**src/rtl/hazard_scoreboard.sv**
```systemverilog
// hazard_scoreboard: in-flight destination tracking, operand forwarding select and load-use stall.
// Optional stall counter output o_stall_cnt is built when HAZARD_PERF_EN is defined.
module hazard_scoreboard #(
  parameter int STAGES = 3,
  parameter int AW = 5,
  parameter int LOAD_READY = 2,
  localparam int FW = $clog2(STAGES + 1)
) (
  input  logic          clk,
  input  logic          rst,
  input  logic          i_dec_valid,
  input  logic [AW-1:0] i_dec_ra1,
  input  logic [AW-1:0] i_dec_ra2,
  input  logic          i_dec_use1,
  input  logic          i_dec_use2,
  input  logic          i_dec_we,
  input  logic [AW-1:0] i_dec_wa,
  input  logic          i_dec_load,
  input  logic          i_flush,
  output logic          o_stall,
  output logic          o_issue,
  output logic [FW-1:0] o_fwd1,
  output logic [FW-1:0] o_fwd2
`ifdef HAZARD_PERF_EN
  ,
  output logic [31:0]   o_stall_cnt
`endif
);
  logic [STAGES:1] valid_q, valid_d, load_q, load_d;
  logic [AW-1:0]   wa_q [1:STAGES];
  logic [AW-1:0]   wa_d [1:STAGES];
  logic [FW-1:0]   sel1, sel2;
  logic            rdy1, rdy2, ins;
  // Scan oldest to youngest so the youngest matching stage is the last one kept.
  always_comb begin
    sel1 = '0;
    sel2 = '0;
    rdy1 = 1'b1;
    rdy2 = 1'b1;
    for (int k = STAGES; k >= 1; k--) begin
      if (i_dec_use1 && i_dec_ra1 != '0 && valid_q[k] && wa_q[k] == i_dec_ra1) begin
        sel1 = FW'(k);
        rdy1 = !load_q[k] || k >= LOAD_READY;
      end
      if (i_dec_use2 && i_dec_ra2 != '0 && valid_q[k] && wa_q[k] == i_dec_ra2) begin
        sel2 = FW'(k);
        rdy2 = !load_q[k] || k >= LOAD_READY;
      end
    end
    o_stall = i_dec_valid && !i_flush && (!rdy1 || !rdy2);
    o_issue = i_dec_valid && !o_stall && !i_flush;
    o_fwd1  = rdy1 ? sel1 : '0;
    o_fwd2  = rdy2 ? sel2 : '0;
    ins     = o_issue && i_dec_we && i_dec_wa != '0;
    valid_d = {valid_q[STAGES-1:1], ins};
    load_d  = {load_q[STAGES-1:1], ins && i_dec_load};
    wa_d[1] = ins ? i_dec_wa : '0;
    for (int k = 2; k <= STAGES; k++) wa_d[k] = wa_q[k-1];
  end
  always_ff @(posedge clk) begin
    if (rst) begin
      valid_q <= '0;
      load_q  <= '0;
      wa_q    <= '{default: '0};
    end else begin
      valid_q <= valid_d;
      load_q  <= load_d;
      wa_q    <= wa_d;
    end
  end
`ifdef HAZARD_PERF_EN
  logic [31:0] stall_cnt_q, stall_cnt_d;
  always_comb stall_cnt_d = (o_stall && stall_cnt_q != '1) ? stall_cnt_q + 32'd1 : stall_cnt_q;
  always_ff @(posedge clk) stall_cnt_q <= rst ? '0 : stall_cnt_d;
  assign o_stall_cnt = stall_cnt_q;
`endif
endmodule

```
**config.mk**
```make
export PLATFORM = sky130hd
export DESIGN_NAME = hazard_scoreboard
export DESIGN_NICKNAME = d
export VERILOG_FILES = /design/src/rtl/hazard_scoreboard.sv
export SDC_FILE = /design/constraint.sdc
export NUM_CORES = 1
export LEC_CHECK = 0
export ABC_AREA = 1
export BUFFER_PORTS_ARGS = -buffer_cell sky130_fd_sc_hd__buf_4
export CORE_MARGIN = 2
export CORE_UTILIZATION = 25
export DETAILED_ROUTE_END_ITERATION = 10
export GPL_TIMING_DRIVEN = 0
export HOLD_SLACK_MARGIN = 0.12
export PLACE_DENSITY = 0.54
export SYNTH_ARGS = -nofsm -noshare
export SYNTH_HDL_FRONTEND = slang
export SYNTH_SLANG_ARGS = --single-unit
export TNS_END_PERCENT = 20
```
**constraint.sdc**
```tcl
create_clock -name clk -period 1.35 [get_ports clk]
set_clock_uncertainty 0.1 [all_clocks]
set_input_delay 0.2025 -clock clk [delete_from_list [all_inputs] [get_ports clk]]
set_output_delay 0.2025 -clock clk [all_outputs]
set_load 0.02 [all_outputs]
```
==> results_dict.tcl <==
set metrics [dict create \
    coreArea_um2 4350 \
    setup_ws_ns -0.391 \
    grt_usage_pct 12.3 \
    rows 24 \
    wl_per_cell_um 10.8 \
    antenna_found_initial 0 \
    dieArea_um2 5070 \
    rsz0062_at_grt "yes" \
    cts_tree "yes" \
    synth_edf_count 0 \
    insertion_delay_ns 0.26 \
    path_class "reg2out" \
    p_leak_nw 0.753 \
    drt_pass1_iterations 4 \
    synth_most_common_cell "nand2_1" \
    die_h_um 71.2 \
    syn_inst 178 \
    powerDensity_nw_per_um2 718 \
    overflow 0 \
    ys_types 19 \
    async_flop_share_pct 0 \
    worstMarginPinSlew_ns 0.506 \
    n_antenna_cell 0 \
    clkSinkCount 19 \
    yosys-top-cells-area "dfxtp_1, nand2_1, inv_1" \
    cts_buffer_depth 2 \
    grt_max_degree 11 \
    syn-num-nets 201 \
    period_needed_ns 1.74 \
    yosys.area.top_type_share_pct 33.7 \
    violations "setup timing" \
    start_util_pct 25.9 \
    setup-violations-final 13 \
    cts_root_buf "clkbuf_8" \
    drt_iter0_drc 35 \
    status "finished with violations" \
    ys.flop_type "dfxtp_1" \
    grt-busiest-layer "met2" \
    synth.largest_area_cell "dfxtp_1" \
    drv_slew 0 \
    path_clk_slew_ns 0.07 \
    antenna_left 0 \
    synth-seq-cells 19 \
    drv_cap 0 \
    max_freq_mhz 574 \
    drive_above_1_share_pct 35.9 \
    place_hpwl_mm 2.28 \
    grt_pass1_wl_mm 4.77 \
    instances_no_fill 272 \
    cts_max_level 1 \
    arrival_ns 1.44 \
    synth_warnings 0 \
    ios 29 \
    syn_area_um2 1130 \
    finalCritPeriodShare_pct 129 \
    max-slew-margin-rel_pct 66.3 \
    cp_max_fo 4 \
    vias_per_cell 4.35 \
    die_w_um 71.2 \
    critPathLaunchType "flip-flop" \
    fin_area_um2 1650 \
    placed_area_um2 1410 \
    gp_congestion 0.778 \
    io_buffers 28 \
    drcViolationCount 0 \
    use_met3_pct 1.57 \
    final-hold-violation-count 0 \
    yosysSeqAreaShare_pct 33.7 \
    peakVddDrop_v 0.000287 \
    dp.cells 258 \
    cp_data_required_time_ns 1.05 \
    grt_pass1_vias 1058 \
    numCtsBuffers 3 \
    synth.avg_cell_area_um2 6.34 \
    hold_path_class "in2reg" \
    finalNetCount 244 \
    ys_top_cells_by_count "nand2_1, inv_1, nor2_1" \
    preCtsSetupSlack_ns -0.215 \
    syn_to_final_growth_pct 45.8 \
    critPathCaptureType "output port" \
    route.vias.total 1182 \
    routed_wl_mm 2.94 \
    grtUsageMet2_pct 19.0 \
    use_met1_pct 16.8 \
    whs_ns 0.285 \
]
## cells by family (layout without fill, tap and decap cells)
kind of cell | count (synthesis) | count (layout) | share of synthesized area [%]
AOI/OAI and AO/OA | 14 | 14 | 6.98
xor gates and xnor gates | 11 | 11 | 8.54
buffers and inverters | 39 | 81 | 13.0
DFF | 19 | 19 | 33.7
and+or+nand+nor | 95 | 95 | 37.8
## final timing paths
path / slack (ns) / start / endpoint / depth (start not counted)
worst min register to register: 0.35 / wa_d[9] / wa_d[4] / 2
worst min-delay path: 0.28 / i_dec_we / wa_d[8] / 5
worst max register to register: -0.01 / wa_d[6] / wa_d[7] / 8
worst max-delay path: -0.39 / wa_d[6] / o_fwd1[1] / 7
## layer usage
metal | vias up | wire length, um
li1 | 625 | -
met5 | - | 0
met2 | 34 | 1350
met3 | 5 | 141
met1 | 518 | 1390
met4 | 0 | 61
## area by class of cell
type / count / area, um2
buffer: 1 / 3.75
clock buffer: 4 / 45.0
fill: 464 / 2710
inverter: 38 / 145
multi-input combinational: 120 / 683
sequential: 19 / 393
tap: 52 / 65.1
timing repair buffer: 38 / 310
## worst max-delay path, cell delays in order, from the launching register on
cell and delay, ns:
dfxtp_2 0.35, inv_1 0.06, nand2_2 0.06, o21ai_2 0.06, nor2_2 0.18, nand3_2 0.14, a21boi_2 0.17, buf_4 0.15
## registers in the layout, summed over array words and instances, names as in the netlist
signal	count
load_q	1
valid_q	3
wa_d	10
wa_q	5
## cells in the final DEF, fill, tap and decap left out, types with 2 or more instances in the layout
cell type       n
a21oi_1         2
a21oi_2         3
buf_4          29
buf_6           2
clkbuf_1        2
clkbuf_8        3
dfxtp_1         9
dfxtp_2        10
dlygate4sd3_1   7
inv_1          26
inv_2          11
nand2_1        35
nand2_2         5
nand3_1        11
nand3_2         3
nand4_1         2
nand4_4         2
nor2_1         27
nor2_2          4
nor3_1          2
o21ai_0         3
o21ai_1         2
xnor2_1         7
xor2_1          4
## timing repair
action,CTS,global route
resized for setup,20,20
gates cloned,0,0
hold buffers,7,0
endpoints found under the setup margin,6,23
pin swaps,10,12
buffers inserted,3,0
hold endpoints to repair,8,0
## where the power goes
group / internal (mW) / total (mW) / switching [mW]
logic: 0.101 / 0.213 / 0.112
registers: 0.568 / 0.574 / 0.00596
clock network: 0.210 / 0.394 / 0.185
## metrics by stage
step	setup TNS (ns)	power, mW	util (%)
final	-2.25	1.18	37.8
after global routing	-3.67	1.23	37.8
after CTS	-2.71	1.18	36.6
after detailed placement	-1.36	0.766	32.4
after global placement	-1.20	0.766	32.4
after floorplan	-0.241	0.672	-
No activity file was read; power rests on OpenSTA's default activity.
